### config.mk
export PLATFORM = sky130hd
export DESIGN_NAME = mem_arbiter
export DESIGN_NICKNAME = d
export VERILOG_FILES = /design/src/rtl/mem_arb_pkg.sv /design/src/rtl/mem_arbiter.sv
export SDC_FILE = /design/constraint.sdc
export NUM_CORES = 1
export LEC_CHECK = 0
export ABC_AREA = 1
export BUFFER_PORTS_ARGS = -buffer_cell sky130_fd_sc_hd__buf_2
export CORE_UTILIZATION = 40
export DETAILED_ROUTE_END_ITERATION = 12
export PLACE_DENSITY = 0.72
export SYNTH_ARGS = -nofsm -noshare
export SYNTH_HDL_FRONTEND = slang
export SYNTH_SLANG_ARGS = --single-unit
### constraint.sdc
create_clock -name clk -period 4.55 [get_ports clk]
set_input_delay 0.6825 -clock clk [delete_from_list [all_inputs] [get_ports clk]]
set_output_delay 0.6825 -clock clk [all_outputs]
set_load 0.02 [all_outputs]
### src/rtl/mem_arb_pkg.sv
// Shared types and constants for the instruction/data memory arbiter.
package mem_arb_pkg;

    typedef enum logic [1:0] {
        IDLE   = 2'd0,
        BUSY_I = 2'd1,
        BUSY_D = 2'd2,
        RESP   = 2'd3
    } arb_state_e;

    typedef enum logic {
        GNT_I = 1'b0,
        GNT_D = 1'b1
    } gnt_e;

    localparam logic [3:0] RD_BE = 4'hF;

endpackage

### src/rtl/mem_arbiter.sv
// Round-robin arbiter sharing one single-outstanding memory port between
// an instruction requester (read only) and a data requester (read/write).
module mem_arbiter
    import mem_arb_pkg::*;
(
    input  logic        clk,
    input  logic        rst_n,
    input  logic        i_read,
    input  logic [31:0] i_addr,
    output logic [31:0] i_rdata,
    output logic        i_resp,
    input  logic        d_read,
    input  logic        d_write,
    input  logic [31:0] d_addr,
    input  logic [31:0] d_wdata,
    input  logic [3:0]  d_byte_enable,
    output logic [31:0] d_rdata,
    output logic        d_resp,
    output logic        mem_read,
    output logic        mem_write,
    output logic [31:0] mem_addr,
    output logic [31:0] mem_wdata,
    output logic [3:0]  mem_byte_enable,
    input  logic [31:0] mem_rdata,
    input  logic        mem_resp,
    output logic        err
);

    arb_state_e  state_q, state_d;
    gnt_e        last_gnt_q, last_gnt_d;
    logic        dropped_q, dropped_d;
    logic        err_q, err_d;
    logic        mem_read_q, mem_read_d;
    logic        mem_write_q, mem_write_d;
    logic [31:0] mem_addr_q, mem_addr_d;
    logic [31:0] mem_wdata_q, mem_wdata_d;
    logic [3:0]  mem_be_q, mem_be_d;
    logic        i_resp_q, i_resp_d;
    logic        d_resp_q, d_resp_d;
    logic [31:0] i_rdata_q, i_rdata_d;
    logic [31:0] d_rdata_q, d_rdata_d;

    logic        i_req;
    logic        d_req;
    logic        pick_d;
    logic        held_req;

    assign i_req    = i_read;
    assign d_req    = d_read | d_write;
    // Data wins unless instruction is also waiting and data had the last grant.
    assign pick_d   = d_req && (!i_req || (last_gnt_q == GNT_I));
    assign held_req = (state_q == BUSY_D) ? d_req : i_req;

    always_comb begin
        state_d     = state_q;
        last_gnt_d  = last_gnt_q;
        dropped_d   = dropped_q;
        err_d       = err_q;
        mem_read_d  = mem_read_q;
        mem_write_d = mem_write_q;
        mem_addr_d  = mem_addr_q;
        mem_wdata_d = mem_wdata_q;
        mem_be_d    = mem_be_q;
        i_resp_d    = 1'b0;
        d_resp_d    = 1'b0;
        i_rdata_d   = '0;
        d_rdata_d   = '0;

        case (state_q)
            IDLE: begin
                if (pick_d) begin
                    state_d     = BUSY_D;
                    last_gnt_d  = GNT_D;
                    dropped_d   = 1'b0;
                    // A simultaneous read+write is resolved as a write.
                    mem_write_d = d_write;
                    mem_read_d  = ~d_write;
                    mem_addr_d  = d_addr;
                    mem_wdata_d = d_write ? d_wdata : '0;
                    mem_be_d    = d_write ? d_byte_enable : RD_BE;
                    if (d_read && d_write) begin
                        err_d = 1'b1;
                    end
                end else if (i_req) begin
                    state_d     = BUSY_I;
                    last_gnt_d  = GNT_I;
                    dropped_d   = 1'b0;
                    mem_write_d = 1'b0;
                    mem_read_d  = 1'b1;
                    mem_addr_d  = i_addr;
                    mem_wdata_d = '0;
                    mem_be_d    = RD_BE;
                end
            end
            BUSY_I, BUSY_D: begin
                if (!held_req) begin
                    dropped_d = 1'b1;
                    err_d     = 1'b1;
                end
                if (mem_resp) begin
                    state_d     = RESP;
                    mem_read_d  = 1'b0;
                    mem_write_d = 1'b0;
                    if (!dropped_q && held_req) begin
                        if (state_q == BUSY_D) begin
                            d_resp_d  = 1'b1;
                            d_rdata_d = mem_read_q ? mem_rdata : '0;
                        end else begin
                            i_resp_d  = 1'b1;
                            i_rdata_d = mem_rdata;
                        end
                    end
                end
            end
            RESP: begin
                state_d = IDLE;
            end
            default: begin
                state_d = IDLE;
            end
        endcase
    end

    always_ff @(posedge clk or negedge rst_n) begin
        if (!rst_n) begin
            state_q     <= IDLE;
            last_gnt_q  <= GNT_I;
            dropped_q   <= 1'b0;
            err_q       <= 1'b0;
            mem_read_q  <= 1'b0;
            mem_write_q <= 1'b0;
            mem_addr_q  <= '0;
            mem_wdata_q <= '0;
            mem_be_q    <= '0;
            i_resp_q    <= 1'b0;
            d_resp_q    <= 1'b0;
            i_rdata_q   <= '0;
            d_rdata_q   <= '0;
        end else begin
            state_q     <= state_d;
            last_gnt_q  <= last_gnt_d;
            dropped_q   <= dropped_d;
            err_q       <= err_d;
            mem_read_q  <= mem_read_d;
            mem_write_q <= mem_write_d;
            mem_addr_q  <= mem_addr_d;
            mem_wdata_q <= mem_wdata_d;
            mem_be_q    <= mem_be_d;
            i_resp_q    <= i_resp_d;
            d_resp_q    <= d_resp_d;
            i_rdata_q   <= i_rdata_d;
            d_rdata_q   <= d_rdata_d;
        end
    end

    assign mem_read        = mem_read_q;
    assign mem_write       = mem_write_q;
    assign mem_addr        = mem_addr_q;
    assign mem_wdata       = mem_wdata_q;
    assign mem_byte_enable = mem_be_q;
    assign i_resp          = i_resp_q;
    assign i_rdata         = i_rdata_q;
    assign d_resp          = d_resp_q;
    assign d_rdata         = d_rdata_q;
    assign err             = err_q;

endmodule

==> impl_metrics.toml <==
[die]
core-area_mm2 = 0.0133
initial_core_util_pct = 41.5
fp.dieH_um = 120
die_area_mm2 = 0.0143
die_w_um = 120
rows = 42
pin_count = 275

[clocking]
htree_levels = 4
cts_max_path_buffers = 2
cts_tree = "done"
postCtsSetupRepairBufs = 0
cts_buffers = 17
holdBufCountCts = 0
clk_pin_slew_ps = 60
cts.sinks = 141
post_cts_resize_count = 0
root_buffer = "clkbuf_16"
clkLatencyLatePin_ps = 410

[sta]
fin_crit_ps = 2050
hold_viol = 0
timing.fmax_mhz = 489
worst_pin_slew_ps = 967
min_period_over_period_pct = 45.0
tns_ps = 0
maxSlewHeadroom_pct = 35.1
finClkSkew_ps = 14.5
slew_viol_final = 0
grt_setup_unrepaired = "false"
finalSetupViolCount = 0

[synthesis]
syn-num-nets = 740
synth_top_area_share_pct = 63.7
syn_avg_cell_area_um2 = 9.25
synth.most_common_cell = "nand2_1"
syn_area_mm2 = 0.00554
seq_area_frac_synth_pct = 63.7
yosys_warnings = 0
yosys.cell_types.count = 20
ys_ff_latch = 141
yosys-top-cells-count = "nand2_1 (190), dfrtp_1 (141), inv_1 (74), nor2_1 (39), nand3_1 (37)"
synth_edf_count = 0
synth_area_leaders = "dfrtp_1 (64%), nand2_1 (13%), inv_1 (5.0%), o211ai_1 (4.3%), nand3_1 (3.3%)"
synth_flop_cell = "dfrtp_1"
synth_area_leader_cell = "dfrtp_1"
ys_async_sr_fraction_pct = 100
syn_inst = 599

[hold_path]
hold_path_class = "in2async"

[critical_path]
cp_data_required_time_ps = 4830
rr_worst_depth = 8
crit_type = "in2reg"
reg2reg_to = "d_rdata[0]"
reg2reg_from = "state_q[1]"
worstPathArrival_ps = 2330
r2r_setup_slack_ps = 2550
crit_fanout = 34
start_kind = "input port"
cp-end-kind = "register"

[pwr]
clkPwrFrac_pct = 27.0
power_mw = 5.10
p_switching_mw = 2.03
internal-power_mw = 3.07
leakagePower_nw = 4.62
seqPwrFrac_pct = 35.5
power_density_mw_per_mm2 = 666
switching_share_pct = 39.8
peakVddDrop_uv = 311
combPwrFrac_pct = 37.5

[placement]
post-dp-hpwl_mm = 9.55
gp_congestion = 0.784
place_area_mm2 = 0.00706
io_buffers = 274

[route]
postRouteAntennaNets = 0
dr_total_vias = 4850
wl_per_cell_um = 13.1
routed_wl_mm = 13.9
first_iter_violations = 329
first_pass_iters = 6
vias_per_cell = 4.60
drc = 0

[cells_and_area]
fillers = 1233
stdcell_area_mm2 = 0.00766
final_core_util_pct = 57.4
antenna_cells = 0
nNetsFinal = 1007
syn_to_final_growth_pct = 38.3
layout-drive-gt1-share_pct = 35.9

[grt]
grt_antenna_before_repair = 0
grt_max_degree = 110
grt_pass1_vias = 4680
gr-total-overflow = 0
gr-usage-all-layers_pct = 20.3
grt_pass1_wl_mm = 22.5

[run]
drv_cap = 0

[status]
status = "finished clean"
## critical path, cell delays in order
cell	delay, ps
buf_2	120
nand2_1	110
nand2_1	180
clkinv_1	790
nand3_1	350
nand2_1	80
## state kept, by name (all words and copies together), names as in the netlist, 2 cells and up
register,count
i_rdata,32
mem_byte_enable,4
state_q,2
d_rdata,32
mem_addr,32
mem_wdata,32
## power groups by stage
| stage | Sequential (mW) | Combinational [mW] | Clock [mW] |
|---|---|---|---|
| after CTS | 1.81 | 1.94 | 1.41 |
| final | 1.81 | 1.91 | 1.38 |
| after floorplan | 2.25 | 0.846 | 0 |
| after detailed placement | 1.81 | 1.94 | 0 |
| after global placement | 1.81 | 1.91 | 0 |
| after global routing | 1.85 | 2.13 | 1.47 |
## final cells by class
class                      count  area, um2  share of cell area, %
sequential                   141       3530                   46.1
multi-input combinational    349       1590                   20.8
tap                          176        220                   2.88
inverter                      76        285                   3.73
timing repair buffer         281       1430                   18.7
clock buffer                  20        467                   6.09
clock inverter                12        134                   1.75
## logic make-up (layout without fill, tap and decap cells)
family                     after synthesis  count (layout)  share of synthesized area [%]
AOI/OAI and AO/OA                       45              45                           5.63
adders and majority gates                3               3                          0.678
buffers and inverters                  109             389                           7.86
DFF                                    141             141                           63.7
and+or+nand+nor                        301             301                           22.1
## cells in the final DEF (no fill, tap or decap), drive strengths merged, types with 7 or more instances in the layout
master,count
buf,281
nand2,190
dfrtp,141
inv,77
nor2,39
nand3,37
nor3,32
o211ai,32
clkbuf,20
o21ai,11
clkinv,7
## routing by layer
| metal | share of wire [%] | up-vias | GRT usage, % |
|---|---|---|---|
| met5 | 0 | - | 0 |
| met4 | 1.3 | 0 | 7.42 |
| met3 | 7.0 | 13 | 6.46 |
| met2 | 48 | 217 | 33.2 |
| met1 | 44 | 2219 | 25.0 |
| li1 | - | 2401 | - |
## how the worst max path moves through the flow
stage / start / to / cells after the start
final: i_read / mem_wdata[6] / 6
after global routing: i_read / mem_wdata[29] / 6
after CTS: i_read / mem_wdata[0] / 6
after detailed placement: i_read / mem_wdata[0] / 6
after global placement: i_read / err / 8
after floorplan: d_read / d_rdata[10] / 7
## stage by stage
step	hold WS, ps	std cells	worst slack (ps)
after CTS	437	1055	2460
after global routing	461	1055	2280
after global placement	444	1023	2050
after detailed placement	446	1023	2040
after floorplan	387	599	3010
final	393	1055	2500
(Power assumes the default switching activity.)
